$ cat src/rtl/elevator_pkg.sv
// Shared elevator constants and the direction-state encoding used by the
// request queue and the car model.
package elevator_pkg;

  localparam int NUM_FLOORS = 7;
  localparam int FLOOR_W    = 3;

  typedef enum logic [1:0] {
    IDLE = 2'd0,
    UP   = 2'd1,
    DOWN = 2'd2
  } dir_state_t;

endpackage

$ cat src/rtl/call_sync_edge.sv
// Per-bit 2-flop synchronizer followed by a history flop; flags one-cycle
// rising edges so a held button yields a single request.
module call_sync_edge #(
  parameter int WIDTH = 7
) (
  input  logic             clk,
  input  logic             reset,
  input  logic [WIDTH-1:0] din,
  output logic [WIDTH-1:0] rise
);

  logic [WIDTH-1:0] s1_reg;
  logic [WIDTH-1:0] s2_reg;
  logic [WIDTH-1:0] s3_reg;

  always_ff @(posedge clk) begin
    if (reset) begin
      s1_reg <= '0;
      s2_reg <= '0;
      s3_reg <= '0;
    end else begin
      s1_reg <= din;
      s2_reg <= s1_reg;
      s3_reg <= s2_reg;
    end
  end

  assign rise = s2_reg & ~s3_reg;

endmodule

$ cat src/rtl/elevator_request_queue.sv
// Pending call-request register with a SCAN-style direction recommender
// that feeds the elevator car model.
module elevator_request_queue
  import elevator_pkg::*;
#(
  parameter int NUM_FLOORS = elevator_pkg::NUM_FLOORS,
  parameter int FLOOR_W    = elevator_pkg::FLOOR_W
) (
  input  logic                  clk,
  input  logic                  reset,
  input  logic [NUM_FLOORS-1:0] call_btn,
  input  logic [FLOOR_W-1:0]    current_floor,
  input  logic                  floor_served,
  output logic [NUM_FLOORS-1:0] queue_status,
  output logic                  queue_empty,
  output logic                  next_up_ndown
);

  localparam logic [1:0] ST_IDLE = IDLE;
  localparam logic [1:0] ST_UP   = UP;
  localparam logic [1:0] ST_DOWN = DOWN;

  logic [NUM_FLOORS-1:0] rise;
  logic [NUM_FLOORS-1:0] clear_vec;
  logic [NUM_FLOORS-1:0] above_vec;
  logic [NUM_FLOORS-1:0] below_vec;
  logic [NUM_FLOORS-1:0] pending_reg;
  logic [NUM_FLOORS-1:0] pending_next;
  logic [1:0]            state_reg;
  logic [1:0]            state_next;
  logic                  dir_reg;
  logic                  dir_next;
  logic                  above;
  logic                  below;

  call_sync_edge #(.WIDTH(NUM_FLOORS)) u_sync (
    .clk   (clk),
    .reset (reset),
    .din   (call_btn),
    .rise  (rise)
  );

  // Widened compare so an out-of-range current_floor never matches a floor.
  generate
    for (genvar gi = 0; gi < NUM_FLOORS; gi++) begin : g_floor
      localparam logic [FLOOR_W:0] IDX = (FLOOR_W+1)'(gi);
      assign clear_vec[gi] = floor_served && ({1'b0, current_floor} == IDX);
      assign above_vec[gi] = pending_reg[gi] && (IDX > {1'b0, current_floor});
      assign below_vec[gi] = pending_reg[gi] && (IDX < {1'b0, current_floor});
    end
  endgenerate

  assign above = |above_vec;
  assign below = |below_vec;

  // Clear wins over a same-floor set: the car is already standing there.
  assign pending_next = (pending_reg | rise) & ~clear_vec;

  always_comb begin
    state_next = state_reg;
    case (state_reg)
      ST_UP: begin
        if (above)      state_next = ST_UP;
        else if (below) state_next = ST_DOWN;
        else            state_next = ST_IDLE;
      end
      ST_DOWN: begin
        if (below)      state_next = ST_DOWN;
        else if (above) state_next = ST_UP;
        else            state_next = ST_IDLE;
      end
      default: begin
        if (above)      state_next = ST_UP;
        else if (below) state_next = ST_DOWN;
        else            state_next = ST_IDLE;
      end
    endcase
  end

  always_comb begin
    dir_next = dir_reg;
    if (state_next == ST_UP)        dir_next = 1'b1;
    else if (state_next == ST_DOWN) dir_next = 1'b0;
  end

  always_ff @(posedge clk) begin
    if (reset) begin
      pending_reg <= '0;
      state_reg   <= ST_IDLE;
      dir_reg     <= 1'b0;
    end else begin
      pending_reg <= pending_next;
      state_reg   <= state_next;
      dir_reg     <= dir_next;
    end
  end

  assign queue_status  = pending_reg;
  assign queue_empty   = ~|pending_reg;
  assign next_up_ndown = dir_reg;

endmodule

$ cat config.mk
export PLATFORM = sky130hd
export DESIGN_NAME = elevator_request_queue
export DESIGN_NICKNAME = d
export VERILOG_FILES = /design/src/rtl/elevator_pkg.sv /design/src/rtl/call_sync_edge.sv /design/src/rtl/elevator_request_queue.sv
export SDC_FILE = /design/constraint.sdc
export NUM_CORES = 1
export LEC_CHECK = 0
export CORE_ASPECT_RATIO = 1.75
export CORE_UTILIZATION = 45
export DETAILED_ROUTE_END_ITERATION = 10
export PLACE_DENSITY = 0.79
export SYNTH_ARGS = -nofsm -noshare
export SYNTH_HDL_FRONTEND = slang
export SYNTH_SLANG_ARGS = --single-unit
$ cat constraint.sdc
create_clock -name clk -period 2.2 [get_ports clk]
set_input_delay 0.66 -clock clk [delete_from_list [all_inputs] [get_ports clk]]
set_output_delay 0.66 -clock clk [all_outputs]
set_load 0.02 [all_outputs]
== Word-level counts from Yosys, hierarchy flattened ==
Index checks and enable logic that the tools add are counted.
Word-level totals
  bits in writable memories: 0
  ROM bits: 0
  register bits after elaboration: 31
  bits in latches: 0
  input bits: 13
  memories: 0
  logic and storage cells: 66
Operators by class
  $mul: 0
  $add $sub $neg: 0
  bitwise operators: 5
  muxes and demuxes: 7
  shift-type cells: 0
  reductions and logical operators: 26
  order comparisons: 13
  eq/ne operators: 9
  div/mod/pow operators: 0
Operators with widths (number)
  logical AND 1 bit: 20
  AND 7 bit: 2
  NOT 7 bit: 2
  OR reduction 7 bit: 2
  equality test 3 bit, second input constant: 3
  > comparator 3 bit, first input constant: 3
  < comparator 3 bit, first input constant: 3
  two-way mux 2 bit: 4
  bitwise OR 7 bit: 1
  equality test 3 x 2 -> 1 bit, second input constant: 2
  > comparator 2 x 3 -> 1 bit, first input constant: 2
  < comparator 1 x 3 -> 1 bit, first input constant: 2
  < comparator 2 x 3 -> 1 bit, first input constant: 2
  OR reduction 6 bit: 1
  equality test 2 bit, second input constant: 2
  equality test 3 x 1 -> 1 bit, second input constant: 1
  > comparator 1 x 3 -> 1 bit, first input constant: 1
  logical NOT 3 bit: 1
  two-way mux 1 bit: 3
  equality test 2 x 1 -> 1 bit, second input constant: 1
  nonzero test 2 bit: 1
  logical NOT 1 bit: 1

== Logic depth before layout (Yosys ltp) ==
  depth after elaboration: 9
  depth in mapped cells: 8

== Hierarchy ==
From an unflattened synthesis, not the netlist that was laid out.
Second synthesis, totals
  cells, all modules: 108
  area, all modules: 1178.6 um^2
Modules (own cells, without submodules)
  call_sync_edge: cells each 51, sequential area each 420.4 um^2, instances 1, area each 668.1 um^2
  elevator_request_queue: cells each 57, sequential area each 200.2 um^2, instances 1, area each 510.5 um^2

== Worst setup path after synthesis ==
Ideal clock, no wire load.
  kind: input-to-reg
  start: input current_floor[0]
  end: register dir_reg, in the netlist next_up_ndown
  arrival: 1.891 ns
  path buffers: 1
  stages on the path: 8
  library setup time: 0.128 ns
  setup slack: 0.181 ns
  path through: buf_6 > o31a_1 > o21ai_1 > o221a_2 > o21a_1 > ha_1 > mux2i_1 > nor2_1
On the way
  word-level cells in the longest chain between the ends: 8
  elaborated cells between the ends (all ways): 37
  those cells by class: order compare (13); eq/ne (2); mux (6); reduce/logical (16)
RTL lines
  start: declaration: RTL line elevator_request_queue.sv:12  | input logic [FLOOR_W-1:0] current_floor,
  < comparator 1 x 3 -> 1 bit (tied with other cells): RTL line elevator_request_queue.sv:49  | assign below_vec[gi] = pending_reg[gi] && (IDX < {1'b0, current_floor});
  logical AND 1 bit (on tied branches): RTL line elevator_request_queue.sv:49, elevator_request_queue.sv:48
  OR reduction 7 bit or OR reduction 6 bit (tied branches): RTL line elevator_request_queue.sv:54, elevator_request_queue.sv:53
  two-way mux 2 bit or two-way mux 1 bit (tied branches): RTL line elevator_request_queue.sv:64, elevator_request_queue.sv:74, elevator_request_queue.sv:69
  two-way mux 2 bit (on tied branches): RTL line elevator_request_queue.sv:63, elevator_request_queue.sv:68
  two-way mux 2 bit (*)
  equality test 2 x 1 -> 1 bit or equality test 2 bit (tied branches): RTL line elevator_request_queue.sv:82, elevator_request_queue.sv:83
  two-way mux 1 bit or nonzero test 2 bit (tied branches)
  end signal: assignment: RTL line elevator_request_queue.sv:94  | dir_reg <= dir_next;
  end: declaration: RTL line elevator_request_queue.sv:31  | logic dir_reg;
Mark *: on every way between the ends. The rest lies on a longest branch, timed or not.
A chain may end at the register's enable or synchronous reset.

== Worst setup path after layout ==
  start: register pending_reg[6], in the netlist queue_status[6]
  end: output queue_status[6]
RTL lines
  start: declaration: RTL line elevator_request_queue.sv:27  | logic [NUM_FLOORS-1:0] pending_reg;
  start signal: assignment: RTL line elevator_request_queue.sv:92  | pending_reg <= pending_next;
  end: declaration: RTL line elevator_request_queue.sv:14  | output logic [NUM_FLOORS-1:0] queue_status,
No word-level cell between the ends.

==> flow_summary.toml <==
[status]
run_status = "finished clean"

[worst_setup_path]
arrival_ps = 1380
cp_top_family = "buffers and inverters"
crit_start = "queue_status[6]"
r2r-start = "queue_status[1]"
crit_path_top_delay_cell = "clkdlybuf4s50_1"
critPathMaxFanout = 6
end_kind = "output port"
critPathBufInv = 1
start_kind = "flip-flop"
required_ps = 1540
critPathKind = "flip-flop to output port"
path_cells = "clkdlybuf4s50_1"
max_stage_delay_ps = 650

[detailed_routing]
drt-wirelength-per-cell_um = 11.9
antenna_left = 0
dr.pass1.iters = 4
drt-total-wl_mm = 2.04
drtIter0Drc = 16
num_vias = 887
drc_errors = 0
vias_per_cell = 5.16

[cts]
h-tree-depth = 2
clk_path_buf_depth = 2
hold_buffers = 0
cts_tree = "done"
clock_latency_ps = 280
cts_made_buffers = 5
root_buffer = "clkbuf_8"
cts_sinks = 31
clk_pin_slew_ps = 60

[logic_synthesis]
ys_seq_elements = 31
avgSynthCellArea_um2 = 10.1
syn-num-nets = 124
synth-main-ff-cell = "dfxtp_1"
synth_cell_types = 29
syn_inst = 110
netlist_area_um2 = 1110
yosysSeqAreaShare_pct = 56.1
yosys_warnings = 0
synth_area_leaders = "dfxtp_1, nor2b_1, o22ai_1"
yosysMostFrequentCell = "dfxtp_1"
synth.top_cell.area_share_pct = 56.1
yosysTopAreaCell = "dfxtp_1"
yosys-top-cells-count = "dfxtp_1, nor2b_1, nor2_1, o22ai_1"
async_reset_ff_share_pct = 0
synth_enable_flop_cells = 0

[place]
dp.final_hpwl_mm = 1.44
gp_congestion = 0.822
portBuffers = 21

[timing]
maxSlewHeadroom_pct = 79.3
skew_ps = 7.01
tns_ps = 0
holdWs_ps = 429
fin_crit_ps = 2040
worst_pin_slew_ps = 310
hold_violations = 0
finalSetupViolations = 0
max_freq_mhz = 489
rsz0062_at_grt = "false"
fin_crit_sh_pct = 92.9
drv_slew = 0

[grt]
grt_pass1_vias = 731
antenna_found_initial = 0
grt_max_degree = 32
grtUsageTotal_pct = 17.4
grt_pass1_wl_mm = 3.10
gr-total-overflow = 0

[cells_and_area]
layout.nets = 160
drive_above_1_share_pct = 17.0
syn_to_final_growth_pct = 37.1
utilization_pct = 65.9
n_antenna_cell = 0

[floorplanning]
fp-row-count = 23
die_x_um = 39.5
initial_utilization_pct = 48.0
io_pins = 22
core_area_um2 = 2300
dieHeight_um = 67.6
die_area_um2 = 2670

[pwr]
powerDensity_nw_per_um2 = 818
leakage_nw = 0.643
ir_drop_mv = 0.518

[min_path]
min_from = "u_sync.s1_reg[0]"
hold_class = "flip-flop to flip-flop"

[job]
max_cap_viol_count = 0
==> final timing paths <==
kind / depth (start not counted) / to / slack, ps
setup / recovery: 1 / queue_status[6] / 160
hold reg to reg: 1 / u_sync.s2_reg[0] / 430
setup reg to reg: 8 / next_up_ndown / 480
hold / removal: 1 / u_sync.s2_reg[0] / 430
==> cell families after synthesis <==
kind of cell	Yosys count	share of synthesized area, %
AOI/OAI and AO/OA	23	14.6
adders and majority gates	1	1.13
buffers and inverters	9	3.85
and+or+nand+nor	45	23.4
DFF	31	56.1
muxes	1	0.905
==> power by group <==
group	internal [mW]	leakage (nW)	switching (mW)
logic	0.0934	0.337	0.0769
registers	0.588	0.255	0.0102
clock network	0.285	0.0515	0.187
total	0.966	0.643	0.275
==> metal layers <==
layer | up-vias | wire length (um) | global-route usage, %
li1 | 442 | - | -
met4 | 0 | 59 | 12.5
met1 | 409 | 811 | 17.5
met3 | 7 | 99 | 6.25
met5 | - | 0 | 0
met2 | 29 | 1070 | 27.9
==> metrics by stage <==
step           power, mW  std cells  setup slack (ps)  instance area, um^2
2_1_floorplan      0.705        110               181                 1110
4_1_cts             1.25        172              4.49                 1520
3_3_place_gp       0.779        164              -327                 1420
5_1_grt             1.29        172              61.5                 1520
6_report            1.24        172               156                 1520
3_5_place_dp       0.785        164              -367                 1420
==> repair_timing <==
action                                  CTS  global route
buffers inserted                          0             0
endpoints found under the setup margin    2             2
gates resized for setup                   2             5
==> final cells by class <==
cell class	count	area, um^2
multi-input combinational	70	443
clock buffer	8	100
timing repair buffer	34	307
fill	206	786
sequential	31	621
inverter	4	15.0
tap	25	31.3
==> layout by cell type, fill, tap and decap left out <==
cell type	synthesis	routed
clkdlybuf4s50_1	0	17
or3_4	1	1
a211oi_1	1	1
buf_4	0	13
o211a_1	1	1
ha_1	1	1
or3_1	1	1
clkbuf_8	0	7
dfxtp_1	31	31
inv_1	4	4
o211ai_1	2	2
a21oi_1	4	4
dlygate4sd2_1	0	1
o221a_2	1	1
o21ai_1	1	1
nand2b_1	3	3
o22ai_1	5	5
clkbuf_2	0	1
nor3_1	1	1
o31a_1	1	1
o21a_1	1	1
a21o_2	1	1
nand2_1	4	4
clkbuf_1	2	1
a21oi_2	1	1
nand3b_1	1	1
o21ai_0	2	2
nor2_1	7	7
dlymetal6s2s_1	0	2
a311oi_1	2	2
mux2i_1	1	1
nor2b_1	27	27
No activity file was read; power rests on OpenSTA's default activity.
